===== config.mk =====
export PLATFORM = sky130hd
export DESIGN_NAME = sound_att_mixer
export DESIGN_NICKNAME = d
export VERILOG_FILES = /design/src/rtl/sound_att_mixer.sv
export SDC_FILE = /design/constraint.sdc
export NUM_CORES = 1
export LEC_CHECK = 0
export ABC_CLOCK_PERIOD_IN_PS = 14500
export CORE_ASPECT_RATIO = 0.8
export CORE_MARGIN = 2
export CORE_UTILIZATION = 40
export DETAILED_ROUTE_END_ITERATION = 16
export PLACE_DENSITY_LB_ADDON = 0.1
export SLEW_MARGIN = 20
export SYNTH_ARGS = -nofsm -noshare
export SYNTH_HDL_FRONTEND = slang
export SYNTH_SLANG_ARGS = --single-unit

===== constraint.sdc =====
create_clock -name clk -period 14.5 [get_ports clk]
set_input_delay 2.9 -clock clk [delete_from_list [all_inputs] [get_ports clk]]
set_output_delay 2.9 -clock clk [all_outputs]
set_load 0.005 [all_outputs]

===== src/rtl/sound_att_mixer.sv =====
// sound_att_mixer: multi-channel stereo mixer with runtime-programmable gain,
// mute and L/R pan for each channel. The block has one time-shared
// multiplier, so it processes one channel per clock. The result is
// arithmetic-shifted by DIV_SHIFT and then saturated to OUT_W bits.
module sound_att_mixer #(
  parameter  int NUM_CH    = 4,
  parameter  int IN_W      = 10,
  parameter  int OUT_W     = 12,
  parameter  int MUL_W     = 4,
  parameter  int DIV_SHIFT = 2,
  localparam int CH_W      = (NUM_CH > 1) ? $clog2(NUM_CH) : 1
) (
  input  logic                     clk,
  input  logic                     reset,
  input  logic                     smp_stb,
  input  logic [NUM_CH*IN_W-1:0]   smp_in,
  input  logic                     cfg_we,
  input  logic [CH_W-1:0]          cfg_ch,
  input  logic [MUL_W-1:0]         cfg_mul,
  input  logic                     cfg_mute,
  input  logic [1:0]               cfg_pan,
  output logic signed [OUT_W-1:0]  out_l,
  output logic signed [OUT_W-1:0]  out_r,
  output logic                     out_valid,
  output logic                     busy,
  output logic                     overrun
);

  localparam int PROD_W = IN_W + MUL_W + 1;
  // Headroom covers the sum of NUM_CH worst-case products, so the accumulator cannot wrap.
  localparam int ACC_W  = PROD_W + $clog2(NUM_CH) + 1;

  localparam logic signed [ACC_W-1:0] SAT_HI = ACC_W'((2 ** (OUT_W - 1)) - 1);
  localparam logic signed [ACC_W-1:0] SAT_LO = ~SAT_HI;
  localparam logic [MUL_W-1:0]        UNITY  = MUL_W'(2 ** DIV_SHIFT);

  typedef enum logic [1:0] {
    S_IDLE,
    S_ACC,
    S_OUT
  } state_e;

  state_e                    state_q;
  logic [CH_W-1:0]           ch_q;
  logic signed [IN_W-1:0]    smp_q  [NUM_CH];
  logic [MUL_W-1:0]          mul_q  [NUM_CH];
  logic                      mute_q [NUM_CH];
  logic [1:0]                pan_q  [NUM_CH];
  logic signed [ACC_W-1:0]   acc_l_q, acc_r_q;
  logic signed [OUT_W-1:0]   out_l_q, out_r_q;
  logic                      out_valid_q, busy_q, overrun_q;

  logic signed [PROD_W-1:0]  smp_ext, gain_ext, prod;
  logic signed [ACC_W-1:0]   prod_ext;
  logic signed [ACC_W-1:0]   acc_l_d, acc_r_d;
  logic signed [ACC_W-1:0]   sh_l, sh_r;

  // Clamp a shifted accumulator value to the signed OUT_W output range.
  function automatic logic signed [OUT_W-1:0] sat(input logic signed [ACC_W-1:0] v);
    logic signed [ACC_W-1:0] c;
    if (v > SAT_HI)      c = SAT_HI;
    else if (v < SAT_LO) c = SAT_LO;
    else                 c = v;
    return c[OUT_W-1:0];
  endfunction

  // Compute the product for the current channel and the next accumulator values.
  always_comb begin
    // NOTE: every signal driven here gets a default first, so no path can leave it unassigned and infer a latch.
    smp_ext  = PROD_W'(smp_q[ch_q]);
    gain_ext = PROD_W'($signed({1'b0, mul_q[ch_q]}));
    prod     = smp_ext * gain_ext;
    prod_ext = ACC_W'(prod);
    acc_l_d  = acc_l_q;
    acc_r_d  = acc_r_q;
    if (!mute_q[ch_q]) begin
      if (pan_q[ch_q][1]) acc_l_d = acc_l_q + prod_ext;
      if (pan_q[ch_q][0]) acc_r_d = acc_r_q + prod_ext;
    end
    sh_l = acc_l_d >>> DIV_SHIFT;
    sh_r = acc_r_d >>> DIV_SHIFT;
  end

  // Mix FSM, config register file and registered outputs.
  always_ff @(posedge clk) begin
    // NOTE: sequential state uses non-blocking assignments only, so every reader sees pre-edge values.
    if (reset) begin
      state_q     <= S_IDLE;
      ch_q        <= '0;
      acc_l_q     <= '0;
      acc_r_q     <= '0;
      out_l_q     <= '0;
      out_r_q     <= '0;
      out_valid_q <= 1'b0;
      busy_q      <= 1'b0;
      overrun_q   <= 1'b0;
      // NOTE: these small arrays are reset because the reset gain, mute and pan values are visible behaviour, not scratch data.
      for (int i = 0; i < NUM_CH; i++) begin
        smp_q[i]  <= '0;
        mul_q[i]  <= UNITY;
        mute_q[i] <= 1'b0;
        pan_q[i]  <= 2'b11;
      end
    end else begin
      out_valid_q <= 1'b0;
      overrun_q   <= smp_stb && (state_q != S_IDLE);

      // The datapath reads the old value this cycle; the new value applies from the next channel visit.
      if (cfg_we && (32'(cfg_ch) < NUM_CH)) begin
        mul_q[cfg_ch]  <= cfg_mul;
        mute_q[cfg_ch] <= cfg_mute;
        pan_q[cfg_ch]  <= cfg_pan;
      end

      case (state_q)
        S_IDLE: begin
          if (smp_stb) begin
            for (int i = 0; i < NUM_CH; i++) smp_q[i] <= smp_in[i*IN_W +: IN_W];
            acc_l_q <= '0;
            acc_r_q <= '0;
            ch_q    <= '0;
            busy_q  <= 1'b1;
            state_q <= S_ACC;
          end
        end
        S_ACC: begin
          acc_l_q <= acc_l_d;
          acc_r_q <= acc_r_d;
          if (32'(ch_q) == NUM_CH - 1) begin
            // The result is registered on the last accumulate edge, so out_valid is high during OUT.
            out_l_q     <= sat(sh_l);
            out_r_q     <= sat(sh_r);
            out_valid_q <= 1'b1;
            state_q     <= S_OUT;
          end else begin
            ch_q <= ch_q + 1'b1;
          end
        end
        S_OUT: begin
          busy_q  <= 1'b0;
          state_q <= S_IDLE;
        end
        default: state_q <= S_IDLE;
      endcase
    end
  end

  assign out_l     = out_l_q;
  assign out_r     = out_r_q;
  assign out_valid = out_valid_q;
  assign busy      = busy_q;
  assign overrun   = overrun_q;

endmodule


==> metrics, run 1 <==
Syn Nets=1,077; TritonCTS Sinks=137; Die ar.=23,920 um2; CP max stage delay=0.66 ns; clock skew=0.02233 ns; area post-placement=10,130 um2; worst slew pin tran=1.155 ns; critical path class=reg2reg; Post-CTS Setup Bufs=0; synthesized instance count=936; final-report setup violation count=0; critical path data required time=14.79 ns; Slew Limit Fails=0; wire per inst=16.36 um; crit path capture type=register; height of the die=138.7 um; DR vias/cell=5.176; CTS Root Buffer Type=clkbuf_16; 1st-pass router iterations=5; pin count of the biggest net entering global routing=78; antenna violations before repair=0; pre-CTS setup slack=6.599 ns; status=finished, final reports clean; PnR worst setup slack=6.623 ns; post-CTS sizing=0; fraction of layout cells with a size suffix above 1=8.161%; Fin Setup TNS=0 ns; GRT overflow=0; CP max stage cell=a21oi_2; Post-synth ARST share=0%; placed wire-length estimate=16.02 mm; Clock Path Buffers=2; Top FF cell, synth=dfxtp_1; GR Util All Layers=18.64%; DRC Markers=0; first-pass GRT wire length=34.94 mm; max_slew headroom=22.20%; I/O pin cnt=80; CTS clk-pin slew, worst paths=0.08 ns; number of global-route vias before repair=6,570; vias=6,848; YS warnings=0; Hold Buf Count CTS=0; Starting Density=40.56%; RSZ-0062 raised after global routing=no; class of the worst hold path=reg2reg; Die Span X=172.4 um; syn avg cell area=9.698 um2; Layout Nets=1,145; max_cap viols=0; Detailed Route Iter0 Violations=435; Yosys reg bits=137; R2R setup slack=6.62 ns; Ant. Diodes=0; Post-DRT Antenna Nets=0; Syn Std Cell Area=9077 um2; CP max FO=12; core area=22,380 um2; fmax=0.1269 GHz; Final Critical Period=7.877 ns; leak pwr=4.244 nW; final hold viol count=0; non-filler cells, final=1,323; DRT Wirelength=21.64 mm; Post-synth EDFFs=68; post-synthesis cell type count=67; Cells after DPL=1,291; crit start category=register; Clk Latency, worst-skew pair=0.44 ns; CTS buffer count=17; Final Cell Area=10,750 um2; crit path DAT=8.17 ns; CTS tree=done; register area share after synthesis=37.71%; power density cells=129.3 nW/um2; routability cong.=0.8280; port bufs=79; P&R area growth vs syn=18.44%; H-tree depth=4; Final Cycle Share=54.33%; Worst VDD drop=74.75 uV; FP Rows=49
-- per-layer routing --
metal  track usage, %  up-vias  wire length (um)  part of all wire [%]
met1            29.95     3285             11720                    54
li1                 -     3464                 -                     -
met3            3.196       15               574                   2.7
met5                0        -                 0                     0
met2            25.81       84              9154                    42
met4            3.981        0               191                  0.88
-- logic make-up after synthesis --
logic type	Yosys count	share of synthesized area (%)
simple gates	337	18.86
compound gates	218	15.98
flops	137	37.71
buf+inv	92	4.231
fa+ha+maj	88	14.03
xor+xnor	40	4.025
mux	24	5.169
-- critical path, delay by kind of cell, from the launching register on --
family / cells / cell delay [ns]
AO/OA/AOI/OAI: 10 / 2.66
XOR/XNOR: 2 / 0.37
adder cells (fa/ha/maj): 5 / 2.01
buffers and inverters: 3 / 0.43
flip-flops: 1 / 0.51
multiplexers: 2 / 0.99
AND/OR/NAND/NOR: 6 / 0.74
-- cell usage in the layout (no fill, tap or decap), drive strengths merged, types with 9 or more instances in the layout --
| master | netlist | final |
|---|---|---|
| a211oi | 29 | 29 |
| nand3 | 25 | 25 |
| inv | 54 | 61 |
| and2 | 91 | 91 |
| xor2 | 15 | 15 |
| nand2b | 21 | 21 |
| nor3 | 10 | 10 |
| buf | 11 | 9 |
| ha | 65 | 65 |
| clkdlybuf4s50 | 0 | 78 |
| fa | 23 | 23 |
| a21o | 16 | 16 |
| xnor2 | 25 | 25 |
| nor2 | 85 | 85 |
| edfxtp | 68 | 68 |
| nand2 | 72 | 72 |
| dfxtp | 69 | 69 |
| clkbuf | 27 | 17 |
| a31oi | 14 | 14 |
| mux4 | 17 | 17 |
| a21oi | 58 | 58 |
| o21ai | 54 | 54 |
-- area by class of cell --
| class | count | area (um2) |
|---|---|---|
| Inverter | 54 | 202.7 |
| Tap cell | 306 | 382.9 |
| Sequential cell | 137 | 3423 |
| Fill cell | 2119 | 11630 |
| Clock buffer | 17 | 425.4 |
| Multi-Input combinational cell | 707 | 5275 |
| Clock inverter | 15 | 196.4 |
| Timing Repair Buffer | 87 | 845.8 |
-- cells in the mapped netlist (21+ instances only) --
cell | n | share of area [%]
edfxtp_1 | 68 | 22
ha_1 | 65 | 9.0
fa_1 | 23 | 5.1
a21oi_1 | 56 | 3.1
inv_1 | 54 | 2.2
and2_1 | 91 | 6.3
nor2_1 | 85 | 3.5
xnor2_1 | 24 | 2.3
dfxtp_1 | 69 | 15
o21ai_0 | 44 | 2.4
nand3_1 | 24 | 1.3
clkbuf_1 | 27 | 1.1
nand2_1 | 71 | 2.9
nand2b_1 | 21 | 1.4
-- sequential cells by signal, indices dropped and copies added (netlist names), named ones only --
name	count
acc_l_q	18
acc_r_q	18
busy	1
ch_q	2
mul_q	16
mute_q	4
out_l	12
out_r	12
out_valid	1
overrun	1
pan_q	8
smp_q	40
state_q	2
-- per-stage QoR --
| stage | util, % | total power, mW | hold WS (ns) |
|---|---|---|---|
| after floorplan | - | 0.8151 | 0.4400 |
| after global placement | 45.27 | 0.9457 | 0.4630 |
| after detailed placement | 45.27 | 0.9430 | 0.4643 |
| after CTS | 48.05 | 1.398 | 0.4766 |
| after global routing | 48.05 | 1.477 | 0.4940 |
| final | 48.05 | 1.390 | 0.4735 |
-- power by group --
part           internal, mW  switching (mW)
sequential            0.429          0.0107
clock                 0.236           0.215
combinational         0.196           0.303
-- path summary, 6_finish.rpt --
| path | startpoint | to | cells after the start |
|---|---|---|---|
| setup / recovery | register | out_l[3] | 28 |
| hold / removal | state_q[1] | busy | 1 |
| setup reg to reg | register | out_l[3] | 28 |
| hold reg to reg | state_q[1] | busy | 1 |
(Power assumes the default switching activity.)
==> inputs of run 2 (changes only) <==
- ABC_CLOCK_PERIOD_IN_PS: 14500 -> 7200
- clock period: 14.5 -> 7.2 ns (I/O delays scaled with it)
==> run 2 against run 1 <==
  * Via count up 2.6%
  * Non-clock buffer count is 24 higher
  * Utilization increased by 1.6 points
  * Cell count is 1.8% higher
  * Sequential share of layout area down 1.0 points
  * Largest cell class unchanged
  * Wire length rose by 2.4%
  * Sequential power increased by 100%
  * Combinational power rose by 120%
  * First-iteration DRC count rose by 29%
  * Die area is the same
  * Cell area increased by 3.3%
  * Sequential cell count is the same
==> metrics, run 2 (synthesized netlist as in run 1, its figures left out) <==
antenna violations before repair=0; GRT overflow=0; leak pwr=4.405 nW; PnR worst setup slack=0.3393 ns; met1 usage=30.29%; CP max stage cell=mux4_2; Final Cycle Share=95.29%; Cell Int Power=1.787 mW; met2 GRT Util=26.13%; number of global-route vias before repair=6,510; Tot Pwr=2.879 mW; kind of cell adding the most delay to the critical path=adder cells; Detailed Route Iter0 Violations=560; CP max stage delay=0.56 ns; Slew Limit Fails=0; worst hold stages=2; GR Util All Layers=18.91%; Clock Power Share=31.4%; wire per inst=16.46 um; max reg flops=40; critical path class=reg2reg; pre-CTS setup slack=0.08227 ns; vias=7,025; max_slew headroom=24.80%; Fin Setup TNS=0 ns; Die Span X=172.4 um; 1st-pass router iterations=5; Layout Nets=1,169; final hold viol count=0; Hold Crit Start=acc_r_q[0]; Clock Path Buffers=2; R2R setup slack=0.34 ns; max_cap viols=0; fmax=0.1458 GHz; CP max FO=14; status=finished, final reports clean; cell depth of the worst setup path=29; area post-placement=10,260 um2; TritonCTS Sinks=137; Final Critical Period=6.861 ns; fraction of layout cells with a size suffix above 1=12.20%; M3 GR Usage=3.168%; Post-DRT Antenna Nets=0; critical path data required time=7.49 ns; Switch Pwr=1.092 mW; Clk Latency, worst-skew pair=0.44 ns; CTS clk-pin slew, worst paths=0.08 ns; WHS Endpoint=acc_r_q[0]; fillers=2,049; reg2reg path depth=29; largest registers=smp_q: 40 flops, acc_l_q: 18 flops, acc_r_q: 18 flops; DRC Markers=0; clock skew=0.01900 ns; routability cong.=0.8669; Switching Share=37.92%; height of the die=138.7 um; combinational power share=37.9%; FP Rows=49; worst slew pin tran=1.116 ns; Worst VDD drop=150.3 uV; Final Cell Area=11,110 um2; Ant. Diodes=0; commonest non-fill, non-tap cell in the layout=and2_1; power share of the sequential group=30.8%; Die ar.=23,920 um2; worst path bufs/invs=5; placed wire-length estimate=16.03 mm; DR vias/cell=5.215; crit path DAT=7.15 ns; port bufs=79; core area=22,380 um2; CTS buffer count=17; I/O pin cnt=80; largest reg by FF count=smp_q; CTS tree=done; post-layout util=49.63%; GRT Max-Usage Layer=met1; class of the worst hold path=reg2reg; commonest cells after routing, fill and taps aside=and2_1 (91), nor2_1 (83), clkdlybuf4s50_1 (78); FF-to-FF End=out_l[3]; crit path capture type=register; CTS Root Buffer Type=clkbuf_16; pin count of the biggest net entering global routing=72; power density cells=259.2 nW/um2; DRT Wirelength=22.17 mm; Hold Buf Count CTS=0; H-tree depth=4; crit start category=register; P&R area growth vs syn=22.36%; final-report setup violation count=0; Starting Density=40.56%; first-pass GRT wire length=35.31 mm
-- run 2: changes by cell type in the layout (fill, tap and decap cells not counted), moves of 3 or more --
cell | before | now
buf_4 | 8 | 27
a211oi_1 | 19 | 16
a211oi_2 | 10 | 13
a21oi_1 | 56 | 53
buf_12 | 0 | 3
clkinv_8 | 7 | 4
o21ai_0 | 44 | 41
-- run 2: final cells by class --
type                    count  area, um2  share of cell area, %
multi-input cells         707       5418                  48.78
clock buffers              17      425.4                  3.830
clock inverters            15      183.9                  1.656
well taps                 306      382.9                  3.447
repair buffers            111       1071                  9.643
flip-flops and latches    137       3423                  30.82
inverters                  54      202.7                  1.825
-- run 2: worst max-delay path by stage --
stage / startpoint / endpoint / slack, ns
after CTS: register / out_l[3] / 0.03
after global placement: register / out_l[3] / 0.12
after detailed placement: register / out_l[3] / 0.08
after floorplan: register / out_l[0] / 0.14
after global routing: register / out_r[1] / -0.07
final: register / out_l[3] / 0.34
-- run 2: worst reg2reg max path: cells and delay by family (launching register included) --
kind / cells / cell delay [ns]
adders and majority gates: 5 / 2.06
xor gates and xnor gates: 2 / 0.44
buffers and inverters: 5 / 0.52
AOI/OAI and AO/OA: 8 / 1.50
and+or+nand+nor: 7 / 1.01
muxes: 2 / 0.84
DFF: 1 / 0.36
-- run 2: through the flow --
stage	std cells	hold slack (ns)
after floorplan	936	0.4400
after global placement	1304	0.4627
after detailed placement	1304	0.4645
after CTS	1336	0.4807
after global routing	1347	0.4919
final	1347	0.4799
-- run 2: what timing repair did --
action                     4_1_cts  5_1_grt
buffers inserted                 0       11
setup endpoints to repair        0       27
resized for setup                0       30
-- run 2: power by group through the flow --
stage          registers (mW)  logic [mW]  clock network [mW]
2_1_floorplan           0.894       0.747                   0
3_3_place_gp            0.902        1.03                   0
3_5_place_dp            0.902        1.03                   0
4_1_cts                 0.885        1.03               0.921
5_1_grt                 0.890        1.21               0.956
6_report                0.885        1.09               0.904
-- run 2: per-layer routing --
layer	part of all wire, %	wire (um)
met5	0	0
met3	3.2	713
met2	43	9538
met1	53	11710
met4	0.92	205
==> inputs of run 3 (changes only) <==
- CTS_BUF_LIST: not set -> sky130_fd_sc_hd__clkbuf_2
==> run 3 against run 2 <==
  * Clock skew is 0.054 ns higher
  * Non-clock buffer count is 1 lower
  * Wire length is 1.2% lower
  * Total power is 14% lower
  * Cell count stayed put
  * Largest power group unchanged
==> metrics, run 3 (synthesized netlist as in run 1, its figures left out) <==
number of global-route vias before repair=6,446; wire per inst=16.26 um; CTS buffer count=17; Die Span X=172.4 um; Worst VDD drop=103.3 uV; crit start category=register; DRC Markers=0; largest registers=smp_q: 40 flops, acc_l_q: 18 flops, acc_r_q: 18 flops; largest reg by FF count=smp_q; non-filler cells, final=1,347; crit path capture type=register; power density cells=231.1 nW/um2; Clock Path Buffers=2; DR vias/cell=5.214; CTS Root Buffer Type=clkbuf_2; Final Cycle Share=95.67%; CP max stage delay=0.55 ns; Slew Limit Fails=0; final-report setup violation count=0; post-layout util=48.01%; Clk Latency, worst-skew pair=0.79 ns; TritonCTS Sinks=137; max reg flops=40; CP max stage cell=mux4_2; critical path class=reg2reg; GRT overflow=0; Tot Pwr=2.482 mW; antenna violations before repair=1; CTS tree=done; fraction of layout cells with a size suffix above 1=11.92%; CP max FO=14; Detailed Route Iter0 Violations=537; CTS clk-pin slew, worst paths=0.28 ns; Layout Nets=1,168; Post-DRT Antenna Nets=0; class of the worst hold path=reg2reg; clock skew=0.07281 ns; critical path data required time=7.91 ns; port bufs=79; max_slew headroom=25.10%; leak pwr=4.254 nW; I/O pin cnt=80; FP Rows=49; Fin Setup TNS=0 ns; H-tree depth=4; 1st-pass router iterations=5; fmax=0.1452 GHz; core area=22,380 um2; Die ar.=23,920 um2; commonest non-fill, non-tap cell in the layout=and2_1; DRT Wirelength=21.90 mm; fillers=2,097; Cells after DPL=1,304; max_cap viols=0; pin count of the biggest net entering global routing=72; reg2reg path depth=29; worst slew pin tran=1.112 ns; worst hold stages=2; commonest cells after routing, fill and taps aside=and2_1 (90), nor2_1 (84), clkdlybuf4s50_1 (78); Final Critical Period=6.888 ns; height of the die=138.7 um; placed wire-length estimate=16.03 mm; status=finished, final reports clean; Starting Density=40.56%; GR Util All Layers=18.66%; first-pass GRT wire length=34.94 mm; final hold viol count=0; vias=7,023; kind of cell adding the most delay to the critical path=adder cells; cell depth of the worst setup path=29; crit path DAT=7.60 ns; P&R area growth vs syn=18.35%; routability cong.=0.8669; worst path bufs/invs=5
[run 3: worst min-delay path, cell delays in order (launching register included)]
cell	delay, ns
dfxtp_1	0.37
nand3_1	0.06
a21oi_1	0.06
[run 3: stage by stage]
| step | worst slack, ns | hold slack [ns] | instance area (um2) |
|---|---|---|---|
| 2_1_floorplan | 0.1382 | 0.4400 | 9077 |
| 3_3_place_gp | 0.1185 | 0.4627 | 10250 |
| 3_5_place_dp | 0.08227 | 0.4645 | 10260 |
| 4_1_cts | 0.02671 | 0.4969 | 10530 |
| 5_1_grt | -0.07032 | 0.5089 | 10740 |
| 6_report | 0.3119 | 0.4973 | 10740 |
[run 3: final cells by class]
class | instances | area [um2] | area share [%]
antenna | 1 | 2.502 | 0.02329
clock buffer | 17 | 85.08 | 0.7920
clock inverter | 15 | 183.9 | 1.712
inverter | 54 | 202.7 | 1.887
multi-input combinational | 707 | 5401 | 50.28
sequential | 137 | 3425 | 31.88
tap | 306 | 382.9 | 3.564
timing repair buffer | 110 | 1060 | 9.865
[run 3: report_power, final]
group | internal, mW | leakage (nW) | switching (mW)
Combinational | 0.449 | 2.83 | 0.638
Clock | 0.126 | 0.159 | 0.383
Sequential | 0.866 | 1.27 | 0.0206
Total | 1.44 | 4.25 | 1.04
[run 3: what timing repair did]
action / 4_1_cts / 5_1_grt
buffers inserted: 0 / 10
gates resized for setup: 0 / 24
hold buffers: 0 / 0
endpoints found under the setup margin: 0 / 28
[run 3: worst paths after layout]
kind | slack [ns] | from | endpoint
max | 0.31 | register | out_l[0]
min | 0.50 | acc_l_q[0] | acc_l_q[0]
max reg2reg | 0.31 | register | out_l[0]
min reg2reg | 0.50 | acc_l_q[0] | acc_l_q[0]
[run 3: metal layers]
layer	vias up	wire length [um]	track usage, %
met5	-	0	0
met4	0	179	3.450
met3	14	868	3.596
met2	124	9263	25.71
met1	3367	11590	30.09
li1	3518	-	-
